### src/rtl/ex_mem_elastic_reg_pkg.sv
// Shared constants and entry layout helpers for the EX->MEM elastic buffer.
// Entry packing, LSB first: wb_en, mem_r_en, mem_w_en, branch_taken, dest, val_rm, alu_res.
package ex_mem_elastic_reg_pkg;

   localparam int unsigned REGISTER_LEN    = 32;
   localparam int unsigned REG_ADDRESS_LEN = 4;

   localparam int unsigned EX_MEM_WB_EN_OFS    = 0;
   localparam int unsigned EX_MEM_MEM_R_EN_OFS = 1;
   localparam int unsigned EX_MEM_MEM_W_EN_OFS = 2;
   localparam int unsigned EX_MEM_BRANCH_OFS   = 3;
   localparam int unsigned EX_MEM_DEST_OFS     = 4;

   function automatic int unsigned ex_mem_entry_len(input int unsigned data_w,
                                                    input int unsigned addr_w);
      return 2 * data_w + addr_w + 4;
   endfunction

   function automatic int unsigned ex_mem_val_rm_ofs(input int unsigned addr_w);
      return EX_MEM_DEST_OFS + addr_w;
   endfunction

   function automatic int unsigned ex_mem_alu_res_ofs(input int unsigned data_w,
                                                      input int unsigned addr_w);
      return EX_MEM_DEST_OFS + addr_w + data_w;
   endfunction

   // Pointers keep at least one bit so DEPTH=1 still has a legal index signal.
   function automatic int unsigned ex_mem_ptr_w(input int unsigned depth);
      return (depth > 1) ? $clog2(depth) : 1;
   endfunction

endpackage

### src/rtl/ex_mem_elastic_reg_fifo_ctrl.sv
// Elastic FIFO control: occupancy count, circular pointers, handshake and flush.
module ex_mem_elastic_reg_fifo_ctrl
   import ex_mem_elastic_reg_pkg::*;
#(
   parameter int unsigned DEPTH = 2,
   localparam int unsigned PtrW = ex_mem_ptr_w(DEPTH),
   localparam int unsigned CntW = $clog2(DEPTH + 1)
) (
   input  logic            clk_i,
   input  logic            rst_ni,
   input  logic            flush_i,
   input  logic            in_valid_i,
   input  logic            out_ready_i,
   output logic            in_ready_o,
   output logic            out_valid_o,
   output logic            push_o,
   output logic [PtrW-1:0] wr_ptr_o,
   output logic [PtrW-1:0] rd_ptr_o,
   output logic [CntW-1:0] count_o
);

   logic [PtrW-1:0] wr_ptr_q, wr_ptr_d;
   logic [PtrW-1:0] rd_ptr_q, rd_ptr_d;
   logic [CntW-1:0] count_q, count_d;
   logic            push, pop;

   function automatic logic [PtrW-1:0] ptr_inc(input logic [PtrW-1:0] p);
      return (DEPTH == 1) ? '0 : p + PtrW'(1);
   endfunction

   // Handshake: DEPTH=1 lets a consumed head make room in the same cycle.
   always_comb begin
      out_valid_o = (count_q != '0);
      if (DEPTH == 1) begin
         in_ready_o = ~out_valid_o | out_ready_i;
      end else begin
         in_ready_o = (count_q < CntW'(DEPTH));
      end
      push = in_valid_i & in_ready_o & ~flush_i;
      pop  = out_valid_o & out_ready_i & ~flush_i;
   end

   // Next-state for pointers and count; flush wins over any transfer.
   always_comb begin
      wr_ptr_d = wr_ptr_q;
      rd_ptr_d = rd_ptr_q;
      count_d  = count_q;
      if (flush_i) begin
         wr_ptr_d = '0;
         rd_ptr_d = '0;
         count_d  = '0;
      end else begin
         if (push) wr_ptr_d = ptr_inc(wr_ptr_q);
         if (pop)  rd_ptr_d = ptr_inc(rd_ptr_q);
         case ({push, pop})
            2'b10:   count_d = count_q + CntW'(1);
            2'b01:   count_d = count_q - CntW'(1);
            default: count_d = count_q;
         endcase
      end
   end

   // Control state registers.
   always_ff @(posedge clk_i or negedge rst_ni) begin
      if (!rst_ni) begin
         wr_ptr_q <= '0;
         rd_ptr_q <= '0;
         count_q  <= '0;
      end else begin
         wr_ptr_q <= wr_ptr_d;
         rd_ptr_q <= rd_ptr_d;
         count_q  <= count_d;
      end
   end

   assign push_o   = push;
   assign wr_ptr_o = wr_ptr_q;
   assign rd_ptr_o = rd_ptr_q;
   assign count_o  = count_q;

endmodule

### src/rtl/ex_mem_elastic_reg.sv
// EX->MEM elastic pipeline buffer with valid/ready handshake and branch flush.
// Optional forwarding lookup into buffered results when EX_MEM_FWD_EN is defined.
module ex_mem_elastic_reg
   import ex_mem_elastic_reg_pkg::*;
#(
   parameter int unsigned DATA_W = REGISTER_LEN,
   parameter int unsigned ADDR_W = REG_ADDRESS_LEN,
   parameter int unsigned DEPTH  = 2
) (
   input  logic              clk,
   input  logic              rst,
   input  logic              flush,
   input  logic              in_valid,
   output logic              in_ready,
   input  logic              in_wb_en,
   input  logic              in_mem_r_en,
   input  logic              in_mem_w_en,
   input  logic              in_branch_taken,
   input  logic [DATA_W-1:0] in_alu_res,
   input  logic [DATA_W-1:0] in_val_rm,
   input  logic [ADDR_W-1:0] in_dest,
`ifdef EX_MEM_FWD_EN
   input  logic [ADDR_W-1:0] fwd_src1,
   input  logic [ADDR_W-1:0] fwd_src2,
   output logic              fwd_hit1,
   output logic              fwd_hit2,
   output logic [DATA_W-1:0] fwd_data1,
   output logic [DATA_W-1:0] fwd_data2,
`endif
   output logic              out_valid,
   input  logic              out_ready,
   output logic              out_wb_en,
   output logic              out_mem_r_en,
   output logic              out_mem_w_en,
   output logic              out_branch_taken,
   output logic [DATA_W-1:0] out_alu_res,
   output logic [DATA_W-1:0] out_val_rm,
   output logic [ADDR_W-1:0] out_dest
);

   localparam int unsigned EntryW = ex_mem_entry_len(DATA_W, ADDR_W);
   localparam int unsigned RmOfs  = ex_mem_val_rm_ofs(ADDR_W);
   localparam int unsigned AluOfs = ex_mem_alu_res_ofs(DATA_W, ADDR_W);
   localparam int unsigned PtrW   = ex_mem_ptr_w(DEPTH);
   localparam int unsigned CntW   = $clog2(DEPTH + 1);

   logic              push;
   logic [PtrW-1:0]   wr_ptr, rd_ptr;
   logic [CntW-1:0]   count;
   logic [EntryW-1:0] mem_q [DEPTH];
   logic [EntryW-1:0] mem_d [DEPTH];
   logic [EntryW-1:0] in_entry, head;

   ex_mem_elastic_reg_fifo_ctrl #(
      .DEPTH (DEPTH)
   ) u_ctrl (
      .clk_i       (clk),
      .rst_ni      (rst),
      .flush_i     (flush),
      .in_valid_i  (in_valid),
      .out_ready_i (out_ready),
      .in_ready_o  (in_ready),
      .out_valid_o (out_valid),
      .push_o      (push),
      .wr_ptr_o    (wr_ptr),
      .rd_ptr_o    (rd_ptr),
      .count_o     (count)
   );

   assign in_entry = {in_alu_res, in_val_rm, in_dest,
                      in_branch_taken, in_mem_w_en, in_mem_r_en, in_wb_en};

   // Payload write on accepted push; flush and pop only touch validity.
   always_comb begin
      for (int i = 0; i < DEPTH; i++) mem_d[i] = mem_q[i];
      if (push) mem_d[wr_ptr] = in_entry;
   end

   // Entry storage, cleared only by reset.
   always_ff @(posedge clk or negedge rst) begin
      if (!rst) begin
         for (int i = 0; i < DEPTH; i++) mem_q[i] <= '0;
      end else begin
         for (int i = 0; i < DEPTH; i++) mem_q[i] <= mem_d[i];
      end
   end

   // Head muxing; control bits masked so an empty buffer never issues writes.
   always_comb begin
      head             = mem_q[rd_ptr];
      out_wb_en        = out_valid & head[EX_MEM_WB_EN_OFS];
      out_mem_r_en     = out_valid & head[EX_MEM_MEM_R_EN_OFS];
      out_mem_w_en     = out_valid & head[EX_MEM_MEM_W_EN_OFS];
      out_branch_taken = out_valid & head[EX_MEM_BRANCH_OFS];
      out_dest         = head[EX_MEM_DEST_OFS +: ADDR_W];
      out_val_rm       = head[RmOfs +: DATA_W];
      out_alu_res      = head[AluOfs +: DATA_W];
   end

`ifdef EX_MEM_FWD_EN
   logic [PtrW-1:0]   fwd_idx;
   logic [EntryW-1:0] fwd_ent;

   // Scan oldest to youngest so the youngest eligible entry wins; loads are skipped.
   always_comb begin
      fwd_hit1  = 1'b0;
      fwd_hit2  = 1'b0;
      fwd_data1 = '0;
      fwd_data2 = '0;
      fwd_idx   = '0;
      fwd_ent   = '0;
      for (int k = 0; k < DEPTH; k++) begin
         fwd_idx = rd_ptr + PtrW'(k);
         fwd_ent = mem_q[fwd_idx];
         if ((k < int'(count)) && fwd_ent[EX_MEM_WB_EN_OFS] && !fwd_ent[EX_MEM_MEM_R_EN_OFS]) begin
            if (fwd_ent[EX_MEM_DEST_OFS +: ADDR_W] == fwd_src1) begin
               fwd_hit1  = 1'b1;
               fwd_data1 = fwd_ent[AluOfs +: DATA_W];
            end
            if (fwd_ent[EX_MEM_DEST_OFS +: ADDR_W] == fwd_src2) begin
               fwd_hit2  = 1'b1;
               fwd_data2 = fwd_ent[AluOfs +: DATA_W];
            end
         end
      end
   end
`else
   logic unused_count;
   assign unused_count = ^count;
`endif

endmodule
### config.mk
export PLATFORM = sky130hd
export DESIGN_NAME = ex_mem_elastic_reg
export DESIGN_NICKNAME = d
export VERILOG_FILES = /design/src/rtl/ex_mem_elastic_reg_pkg.sv /design/src/rtl/ex_mem_elastic_reg_fifo_ctrl.sv /design/src/rtl/ex_mem_elastic_reg.sv
export SDC_FILE = /design/constraint.sdc
export NUM_CORES = 1
export LEC_CHECK = 0
export ABC_AREA = 0
export CAP_MARGIN = 20
export CORE_MARGIN = 2
export CORE_UTILIZATION = 45
export CTS_CLUSTER_SIZE = 28
export DETAILED_ROUTE_END_ITERATION = 6
export PLACE_DENSITY = 0.77
export SLEW_MARGIN = 25
export SYNTH_ARGS = -nofsm -noshare
export SYNTH_HDL_FRONTEND = slang
export SYNTH_SLANG_ARGS = --single-unit
### constraint.sdc
create_clock -name clk -period 1.43 [get_ports clk]
set_input_delay 0.286 -clock clk [delete_from_list [all_inputs] [get_ports clk]]
set_output_delay 0.286 -clock clk [all_outputs]
set_load 0.05 [all_outputs]
* After elaboration in Yosys (flattened, before gate mapping)
Index checks and enable logic that the tools add are counted.
W data, S select, Z words.
** Operators by class
- $add $sub $neg :: 4
- Order comparisons :: 4
- Equality and inequality tests :: 2
- Mux-type cells :: 12
- Bitwise operators :: 11
- Reductions and logical operators :: 5
** Operators by type and width (number)
- $mux W72 :: 4
- $bwmux W144 :: 1
- $demux W72 S1 :: 1
- $and A1 B1 Y1 :: 8
- $reduce_bool A2 Y1 :: 3
- $ge A2 B2 Y1 const B :: 2
- $mux W1 :: 4
- $not A1 Y2 :: 2
- $pmux W2 S2 :: 1
- $reduce_bool A3 Y1 :: 1
- $add A1 B1 Y1 const B :: 2
- $add A2 B1 Y2 const B :: 1
- $eq A2 B1 Y1 const B :: 1
- $eq A2 B2 Y1 const B :: 1
- $lt A2 B1 Y1 const B :: 1
- $lt A2 B2 Y1 const B :: 1
- $mux W2 :: 1
- $sub A2 B1 Y2 const B :: 1
- $logic_and A1 B1 Y1 :: 1
- $not A1 Y1 :: 1
** Word-level totals
- Bits in registers :: 148
- Input bits :: 77
- Output and inout bits :: 74
- Word-level logic and storage cells :: 43

* Logic depth before layout (Yosys ltp)
Gate-level depths: netlist of run 1.
- Depth in word-level cells :: 6
- Gate-level depth with buffers :: 5
- Gate-level depth less buffers :: 3

* Modules after synthesis
A second synthesis of run 1 with hierarchy kept.
** Second synthesis, totals
- Cells, all modules :: 411
- Area, all modules :: 6840.3 µm²
** Modules (own cells, without submodules)
- ex_mem_elastic_reg :: instances 1, cells each 389, area each 6622.6 µm², sequential area each 3603.5 µm²
- ex_mem_elastic_reg_fifo_ctrl :: instances 1, cells each 22, area each 217.7 µm², sequential area each 100.1 µm²

* Worst setup path before layout of run 1
No wires, ideal clock.
- Path type :: reg2out
- Start point :: register u_ctrl.rd_ptr_q (netlist: u_ctrl.rd_ptr_o)
- End point :: output port out_branch_taken
- Data arrival time :: 1.577 ns
- Data required time :: 1.144 ns
- Path slack :: -0.433 ns
- Cell stages (with the launch flop) :: 5
- Buffers on the path :: 2
- Cells stage by stage :: dfrtp_1 > clkbuf_1 > buf_2 > mux2i_1 > nor2_1
** On the way
- Word-level cells in the longest chain between the ends :: 5
** Ends and longest elaborated chain
- from (decl) :: line ex_mem_elastic_reg_fifo_ctrl.sv:23 : logic [PtrW-1:0] rd_ptr_q, rd_ptr_d;
- from (signal assigned) :: line ex_mem_elastic_reg_fifo_ctrl.sv:71 : rd_ptr_q <= rd_ptr_d;
- $not A1 Y2 (implied by the code) :: line ex_mem_elastic_reg.sv:90 : head = mem_q[rd_ptr];
- $mux W72 (implied by the code) (3 in a row) :: line ex_mem_elastic_reg.sv:90
- $and A1 B1 Y1 :: line ex_mem_elastic_reg.sv:94 : out_branch_taken = out_valid & head[EX_MEM_BRANCH_OFS];
- to (decl) :: line ex_mem_elastic_reg.sv:35 : output logic out_branch_taken,
Every way passes these cells. The select of a mux whose other input is x is not followed.

* Worst setup path in the final report of run 1
- Start point :: register u_ctrl.rd_ptr_q (netlist: u_ctrl.rd_ptr_o)
- End point :: output port out_val_rm[21]
** On the way
- Word-level cells in the longest chain between the ends :: 4
** Ends and longest elaborated chain
- $not A1 Y2 (implied by the code) :: line ex_mem_elastic_reg.sv:90
- $mux W72 (implied by the code) (3 in a row) :: line ex_mem_elastic_reg.sv:90
- to (decl) :: line ex_mem_elastic_reg.sv:37 : output logic [DATA_W-1:0] out_val_rm,
Every way passes these cells. The select of a mux whose other input is x is not followed.

==> results of run 1 <==
through the flow:
stage,setup WS [ns],power (mW),hold WS (ns),cell area [sq um],instances
2_1_floorplan,-0.165,10.5,-0.00959,6760,411
3_3_place_gp,-0.509,12.6,0.192,8810,745
3_5_place_dp,-0.530,12.9,0.195,8810,745
4_1_cts,-0.578,17.9,0.322,10600,806
5_1_grt,-0.596,18.9,0.340,10600,800
6_report,-0.553,18.2,0.317,10600,800
repair_timing:
item,CTS,global route
cloned,14,1
setup endpoints to repair,218,218
buffers inserted,16,2
hold buffers,1,0
gates resized for setup,178,57
hold endpoints to repair,26,0
pin swaps,3,2
logic make-up after synthesis:
group,synth area share [%]
AO/OA/AOI/OAI,0.444
AND/OR/NAND/NOR,1.33
flip-flops,57.1
buffers and inverters,3.26
multiplexers,37.6
XOR/XNOR,0.270
power breakdown:
part	switching [mW]	internal [mW]	leakage (nW)
Sequential	0.774	5.41	1.76
Combinational	3.67	4.38	2.82
Clock	1.64	2.32	0.253
Total	6.07	12.1	4.83
worst paths after layout:
check	start	endpoint	slack (ns)
setup / recovery	u_ctrl.rd_ptr_o$_DFFE_PN0P_	out_val_rm[21]	-0.55
hold / removal	rst	mem_q[20]$_DFFE_PN0P_	0.32
setup reg to reg	u_ctrl.count_o[1]$_DFFE_PN0P_	mem_q[51]$_DFFE_PN0P_	-0.23
hold reg to reg	mem_q[115]$_DFFE_PN0P_	mem_q[115]$_DFFE_PN0P_	0.51
max in group asynchronous	rst	mem_q[110]$_DFFE_PN0P_	0.58
min in group clk	mem_q[115]$_DFFE_PN0P_	mem_q[115]$_DFFE_PN0P_	0.51
worst max-delay path, delay by kind of cell (launching register included):
kind                   cells  cell delay [ns]
DFF                        1             0.50
muxes                      1             0.35
buffers and inverters      2             0.40
cell usage in the layout, fill, tap and decap left out, drive strengths merged, types with 2 or more instances in the layout:
cell type and n:
nor2b 2, clkdlybuf4s50 75, clkinv 4, o21ai 2, nor2 8, clkbuf 26, mux2 213, a21oi 2
dfrtp 148, mux2i 4, inv 2, nand2b 2, buf 125
layer usage:
| metal | track usage [%] | share of wire, % | vias up |
|---|---|---|---|
| met5 | 0 | 0 | - |
| met4 | 8.43 | 1.6 | 0 |
| met3 | 5.86 | 4.9 | 22 |
| met2 | 39.3 | 50 | 108 |
| met1 | 31.1 | 43 | 2236 |
| li1 | - | - | 1875 |
cell type report:
type                    count  area, sq um
well taps                 180          225
clock inverters             5         27.5
fillers                   797         3380
clock buffers              25          485
multi-input cells         238         3430
repair buffers            202         2720
inverters                   2         12.5
flip-flops and latches    148         3710
registers in the layout, summed over array words and instances, names as in the netlist:
name	flops
mem_q	144
u_ctrl.count_o	2
u_ctrl.wr_ptr_o	1
u_ctrl.rd_ptr_o	1
==> flow_summary.json, run 1 <==
{
  "drc_errors": 0,
  "n_antenna_cell": 0,
  "wl_per_cell_um": 22.3,
  "yosys-top-cells-count": "mux2_2 (207), dfrtp_1 (148), buf_6 (14), nor2_1 (8), buf_2 (7)",
  "gp_congestion": 0.737,
  "fin_crit_ns": 1.98,
  "coreArea_sq_um": 14000,
  "max_stage_delay_ns": 0.50,
  "rsz0062_at_grt": "yes",
  "die_y_um": 124,
  "grt_max_degree": 37,
  "syn_avg_cell_area_sq_um": 15.8,
  "cts.sinks": 148,
  "grt_pass1_vias": 4744,
  "num_io_pins": 151,
  "grt_pass1_wl_mm": 27.0,
  "synth_fp_nets": 488,
  "r2r_cells": 6,
  "dr.pass1.iters": 4,
  "finalCritPeriodShare_pct": 139,
  "hp-class": "input pin to asynchronous set/reset pin",
  "fmax_ghz": 0.504,
  "synth_cells": 411,
  "synth_edf_count": 0,
  "cts_tree": "done",
  "finalMaxSlewViolations": 0,
  "hold_viol": 0,
  "synth.distinct_cells": 20,
  "max_slew.worst_pin.slew_ns": 0.335,
  "grt-ovfl-total": 0,
  "arrival_ns": 1.70,
  "cp_max_fo": 25,
  "synth_most_common_cell": "mux2_2",
  "nets": 686,
  "status": "complete, but fails checks",
  "drt-total-wl_mm": 17.8,
  "dp_hpwl_mm": 9.72,
  "placementRows": 43,
  "clockBufferDepth": 2,
  "violations": "setup timing",
  "finalSetupViolCount": 218,
  "async_flop_share_pct": 100,
  "maxCapViolCount": 0,
  "cts_max_level": 4,
  "netlist_area_sq_um": 6490,
  "track_usage_pct": 24.0,
  "initial_core_util_pct": 46.4,
  "p_leak_nw": 4.83,
  "vias": 4241,
  "cp_common_cell": "buf_12",
  "antenna_left": 0,
  "start_kind": "flip-flop",
  "synthTopCellsByArea": "dfrtp_1 (57%), mux2_2 (36%), buf_6 (2.4%), mux2_1 (1.0%), mux2i_1 (0.62%)",
  "vdd_drop_max_v": 0.000933,
  "antenna_found_initial": 0,
  "clk_pin_slew_ns": 0.06,
  "finalSetupTns_ns": -64.19,
  "viasPerCell": 5.30,
  "port_buffers": 150,
  "layout-drive-gt1-share_pct": 61.3,
  "syn_to_final_growth_pct": 63.6,
  "first_iter_violations": 193,
  "slowest_stage": "dfrtp_4",
  "path_class": "flip-flop to primary output",
  "cts_inserted_buffers": 17,
  "synth_top_cell_by_area": "dfrtp_1",
  "die_w_um": 124,
  "worstSetupEndpointType": "primary output",
  "cp.required_ns": 1.14,
  "clk_latency_ns": 0.42,
  "fin_ws_ns": -0.553,
  "post-route-util_pct": 75.9,
  "p_per_area_nw_per_um2": 1710,
  "ys_ff_latch": 148,
  "clock_skew_ns": 0.0106,
  "synth_ff_type": "dfrtp_1",
  "root_buffer": "clkbuf_16",
  "crit_chain": "buf_12 -> mux2_4 -> buf_12",
  "yosysWarnings": 0,
  "slew_headroom_pct": 77.6,
  "synth_top_area_share_pct": 57.1,
  "die_area_sq_um": 15400,
  "synth_seq_area_share_pct": 57.1
}
Power figures use the tool's default switching activity.
==> run 2: changes to the inputs <==
Settings changed: CTS_CLUSTER_SIZE 28 to 24.
==> results of run 2 <==
Final layout, timing and power as in run 1 (identical DEF).
